`config.mk`:
```
export PLATFORM = sky130hd
export DESIGN_NAME = spi_slave
export DESIGN_NICKNAME = d
export VERILOG_FILES = /design/src/rtl/spi_slave.sv
export SDC_FILE = /design/constraint.sdc
export NUM_CORES = 1
export LEC_CHECK = 0
export CELL_PAD_IN_SITES_DETAIL_PLACEMENT = 1
export CELL_PAD_IN_SITES_GLOBAL_PLACEMENT = 1
export CORE_MARGIN = 2
export CORE_UTILIZATION = 44
export DETAILED_ROUTE_END_ITERATION = 12
export GPL_TIMING_DRIVEN = 1
export PLACE_DENSITY_LB_ADDON = 0.1
export SYNTH_ARGS = -nofsm -noshare
export SYNTH_HDL_FRONTEND = slang
export SYNTH_SLANG_ARGS = --single-unit
```
`constraint.sdc`:
```
create_clock -name clk -period 4.9 [get_ports clk]
set_clock_uncertainty 0.15 [all_clocks]
set_input_delay 0.98 -clock clk [delete_from_list [all_inputs] [get_ports clk]]
set_output_delay 0.98 -clock clk [all_outputs]
set_load 0.02 [all_outputs]
```
`src/rtl/spi_slave.sv`:
```
// SPI mode-0 responder with 8-bit frames, oversampled in the system clock domain.
// CPU side: one-byte TX buffer and an RX holding register with new/overrun flags.
module spi_slave #(
   parameter logic [7:0] IDLE_BYTE = 8'hFF
) (
   input  logic       clk,
   input  logic       rst,
   input  logic       spi_clk,
   input  logic       mosi,
   input  logic       spi_cs,
   output logic       miso,
   input  logic [7:0] tx_data,
   input  logic       tx_write,
   output logic [7:0] rx_data,
   input  logic       rx_read,
   output logic       rx_new,
   output logic       tx_ready,
   output logic       overrun,
   output logic       busy
);

   typedef enum logic {S_IDLE, S_ACTIVE} state_t;

   state_t      state, state_nxt;
   logic [2:0]  sck_sync, cs_sync;
   logic [1:0]  mosi_sync;
   logic        post_rst, armed;
   logic [2:0]  bit_cnt;
   logic [6:0]  tx_shift, rx_shift;
   logic [7:0]  tx_buf, load_byte;
   logic        sck_rise, sck_fall, cs_rise, cs_fall;
   logic        do_start, do_load, do_shift, do_rx, do_abort, rx_done;

   assign sck_rise  = sck_sync[1] & ~sck_sync[2];
   assign sck_fall  = ~sck_sync[1] & sck_sync[2];
   assign cs_rise   = cs_sync[1] & ~cs_sync[2];
   assign cs_fall   = ~cs_sync[1] & cs_sync[2];
   assign load_byte = tx_ready ? IDLE_BYTE : tx_buf;
   assign rx_done   = do_rx && (bit_cnt == 3'd7);
   assign busy      = (state == S_ACTIVE);

   always_ff @(posedge clk) begin
      if (rst) begin
         sck_sync  <= 3'b000;
         cs_sync   <= 3'b111;
         mosi_sync <= 2'b00;
         post_rst  <= 1'b0;
         armed     <= 1'b0;
         state     <= S_IDLE;
      end else begin
         sck_sync  <= {sck_sync[1:0], spi_clk};
         cs_sync   <= {cs_sync[1:0], spi_cs};
         mosi_sync <= {mosi_sync[0], mosi};
         post_rst  <= 1'b1;
         // A start needs cs seen high after reset, so a frame cut by reset is not resumed.
         armed     <= armed | (post_rst & cs_sync[0]);
         state     <= state_nxt;
      end
   end

   always_comb begin
      state_nxt = state;
      do_start  = 1'b0;
      do_load   = 1'b0;
      do_shift  = 1'b0;
      do_rx     = 1'b0;
      do_abort  = 1'b0;
      case (state)
         S_IDLE: begin
            if (cs_fall && armed) begin
               state_nxt = S_ACTIVE;
               do_start  = 1'b1;
               do_load   = 1'b1;
            end
         end
         S_ACTIVE: begin
            if (cs_rise) begin
               state_nxt = S_IDLE;
               do_abort  = 1'b1;
            end else begin
               do_rx = sck_rise;
               if (sck_fall) begin
                  if (bit_cnt == 3'd0) do_load  = 1'b1;
                  else                 do_shift = 1'b1;
               end
            end
         end
         default: state_nxt = S_IDLE;
      endcase
   end

   always_ff @(posedge clk) begin
      if (rst) begin
         miso     <= 1'b1;
         tx_shift <= 7'd0;
         rx_shift <= 7'd0;
         bit_cnt  <= 3'd0;
         tx_buf   <= 8'd0;
         tx_ready <= 1'b1;
         rx_data  <= 8'd0;
         rx_new   <= 1'b0;
         overrun  <= 1'b0;
      end else begin
         if (do_load) begin
            tx_shift <= load_byte[6:0];
            miso     <= load_byte[7];
            tx_ready <= 1'b1;
         end else if (do_shift) begin
            tx_shift <= {tx_shift[5:0], 1'b0};
            miso     <= tx_shift[6];
         end else if (do_abort) begin
            miso <= 1'b1;
         end
         // A write in the same cycle as a load stays pending for the next byte.
         if (tx_write) begin
            tx_buf   <= tx_data;
            tx_ready <= 1'b0;
         end
         if (do_start || do_abort) bit_cnt <= 3'd0;
         else if (do_rx)           bit_cnt <= bit_cnt + 3'd1;
         if (do_rx) rx_shift <= {rx_shift[5:0], mosi_sync[1]};
         if (rx_read) begin
            rx_new  <= 1'b0;
            overrun <= 1'b0;
         end
         if (rx_done) begin
            rx_data <= {rx_shift, mosi_sync[1]};
            rx_new  <= 1'b1;
            if (rx_new && !rx_read) overrun <= 1'b1;
         end
      end
   end

endmodule

```
==> impl_metrics.csv <==
group,metric,value,unit
worst_setup_path,critical_path_buf_inv_count,1,
sta,rsz0062_at_grt,"false",
worst_setup_path,crit_path_max_fanout,11,
sta,fmax,367.2,MHz
logic_synthesis,syn_area,0.001859,sq mm
placed_design,place.gp.congestion,0.7085,
worst_setup_path,crit_family,"buffers and inverters",
global_route,grt-ovfl-total,0,
global_route,antenna_found_initial,0,
drt,drc_errors,0,
global_route,grt_max_degree,26,
floorplan,io_pins,28,
placed_design,dp_hpwl,2616,microns
clocking,root_buffer,"clkbuf_8",
drt,routedWlPerCell,14.13,microns
global_route,grt_usage,0.1609,
drt,first_iter_violations,59,
layout,stdcell_area,0.002226,sq mm
logic_synthesis,ys_seq_area_frac,0.5168,
logic_synthesis,ys_warn_count,0,
sta,max_slew_margin,0.4362,
logic_synthesis,ys_ff_latch,48,
logic_synthesis,synth_cell_type_count,32,
clocking,cts_resized,0,
logic_synthesis,synth_area_per_cell,10.50,sq um
sta,tightest_slew,843.1,ps
clocking,cts_setup_buffers,0,
floorplan,core,0.004029,sq mm
worst_setup_path,crit_chain,"clkdlybuf4s50_1",
worst_setup_path,worst_setup_path_start_kind,"flop",
floorplan,std_cell_rows,23,
logic_synthesis,synth_nets,195,
sta,whs,293.1,ps
placed_design,post_dp_cell_area,0.002148,sq mm
placed_design,dp_cells,246,
drt,postRouteAntennaNets,0,
drt,drt_first_pass_iters,4,
power,ir_drop,0.1976,mV
logic_synthesis,netlist_instances,177,
hold_path,worst_hold_path_type,"flop to flop",
layout,antennaDiodeCount,0,
floorplan,die_area,0.004762,sq mm
clocking,cts.clk_slew.worst_paths,80,ps
global_route,grt_pass1_wl,6175,microns
worst_setup_path,cp.required,3770,ps
worst_setup_path,end_kind,"primary output",
clocking,cts_max_level,2,
sta,final-setup-viol-count,0,
sta,min_period_over_period,0.5557,
layout,drive_gt1_frac,0.1034,
floorplan,die_height,69.01,microns
layout,final_cells,253,
clocking,cts_inserted_buffers,5,
layout,fillers,454,
clocking,cts.path.max_buffers,2,
drt,routed_wirelength,3575,microns
drt,via_count,1303,
layout,area_growth,19.72,%
clocking,holdBufCountCts,0,
worst_setup_path,critical-path-max-stage-delay,690,ps
sta,drv_slew,0,
clocking,numClockSinks,48,
layout,fin_nets,221,
worst_setup_path,critPathSlowestCell,"clkdlybuf4s50_1",
sta,setup_tns,0,ps
clocking,cts_tree,"done",
placed_design,port_buffers,27,
flow_run,drv_cap,0,
floorplan,initial_core_util,0.4615,
layout,utilization,0.5525,
clocking,clk_latency,290,ps
worst_setup_path,worstSetupPathType,"flop to primary output",
sta,hold_violations,0,
power,powerDensity,299.2,mW/mm^2
global_route,grt_pass1_vias,1321,
sta,min_period,2723,ps
worst_setup_path,arrival,1590,ps
outcome,outcome,"completed",
floorplan,fp.dieW,69.01,microns
drt,routed_via_density,5.150,
power,p_leak,0.9474,nW
-- flip-flops by register name (all words and copies together), names as in the netlist, 2 cells and up --
name	cells
bit_cnt	3
cs_sync	3
mosi_sync	2
rx_data	8
rx_shift	7
sck_sync	3
tx_buf	8
tx_shift	7
-- cells in the final DEF, fill, tap and decap left out, types with 3 or more instances in the layout --
cell type and count:
a21oi_1 10, a22oi_1 5, clkbuf_8 5, clkdlybuf4s50_1 27
dfxtp_1 48, ha_1 3, inv_1 5, mux2i_1 26
nor2_1 34, nor2b_1 7, o21ai_1 7, or2_2 4
-- worst register-to-register path, stage by stage, from the launching register on --
cell	delay, ps
dfxtp_1	610
nand4_1	610
mux2i_1	330
nor2_1	70
-- layer usage --
metal | global-route usage | vias up | wire length (microns)
met4 | 0.05882 | 0 | 44
met1 | 0.1967 | 625 | 1636
li1 | - | 654 | -
met2 | 0.2671 | 19 | 1780
met5 | 0 | - | 0
met3 | 0.04825 | 5 | 114
-- per-stage QoR --
| stage | total power [W] | setup WS (ps) |
|---|---|---|
| 2_1_floorplan | 0.0004413 | 3008 |
| 3_3_place_gp | 0.0004576 | 2019 |
| 3_5_place_dp | 0.0004604 | 1984 |
| 4_1_cts | 0.0006773 | 2163 |
| 5_1_grt | 0.0007018 | 2093 |
| 6_report | 0.0006660 | 2177 |
-- synth_stat cells, drive strengths merged --
cell     n  area share
nand2b   2      0.0081
a31oi    1      0.0067
or2      4       0.013
nand3    2      0.0054
buf      5       0.020
mux2i   26        0.14
a22oi    5       0.020
nand2    1      0.0020
a211o    1      0.0054
nor4b    1       0.013
nor4bb   1       0.013
and4bb   1      0.0067
a21oi   10       0.027
nand4    1      0.0034
a41o     1       0.011
o21a     1      0.0040
clkbuf   4      0.0081
nor2    34       0.069
ha       3       0.020
nor2b    8       0.031
xnor2    1      0.0047
a211oi   1      0.0067
nor4     1      0.0034
and2b    1      0.0040
dfxtp   48        0.52
a221oi   1      0.0081
o21ai    7       0.019
inv      5       0.010
-- layout make-up --
cell class | instances | area, sq um | area share
well taps | 50 | 62.56 | 0.02811
inverters | 5 | 18.77 | 0.008432
repair buffers | 28 | 277.8 | 0.1248
flip-flops and latches | 48 | 960.9 | 0.4317
clock buffers | 6 | 72.57 | 0.03260
clock inverters | 1 | 5.005 | 0.002248
multi-input cells | 115 | 828.3 | 0.3721
-- worst paths after layout --
kind / startpoint / endpoint / slack (ps) / depth (start not counted)
worst min-delay path: mosi_sync[0]$_SDFF_PP0_ / mosi_sync[1]$_SDFF_PP0_ / 290 / 1
worst min register to register: mosi_sync[0]$_SDFF_PP0_ / mosi_sync[1]$_SDFF_PP0_ / 290 / 1
worst max register to register: busy$_SDFF_PP0_ / rx_data[5]$_SDFFE_PP0P_ / 2990 / 3
worst max-delay path: busy$_SDFF_PP0_ / busy / 2180 / 1
-- cells by family (layout without fill, tap and decap cells) --
group,Yosys count,count (layout),synth area share
AND/OR/NAND/NOR,57,57,0.1723
flip-flops,48,48,0.5168
AO/OA/AOI/OAI,28,28,0.1083
multiplexers,26,26,0.1400
buffers and inverters,14,40,0.03768
adder cells (fa/ha/maj),3,3,0.02019
XOR/XNOR,1,1,0.004711
-- report_power, final --
part           switching [W]  internal [W]
combinational      0.0000186     0.0000235
clock               0.000118     0.0000971
sequential        0.00000885      0.000400
total               0.000146      0.000520
(Power assumes the default switching activity.)
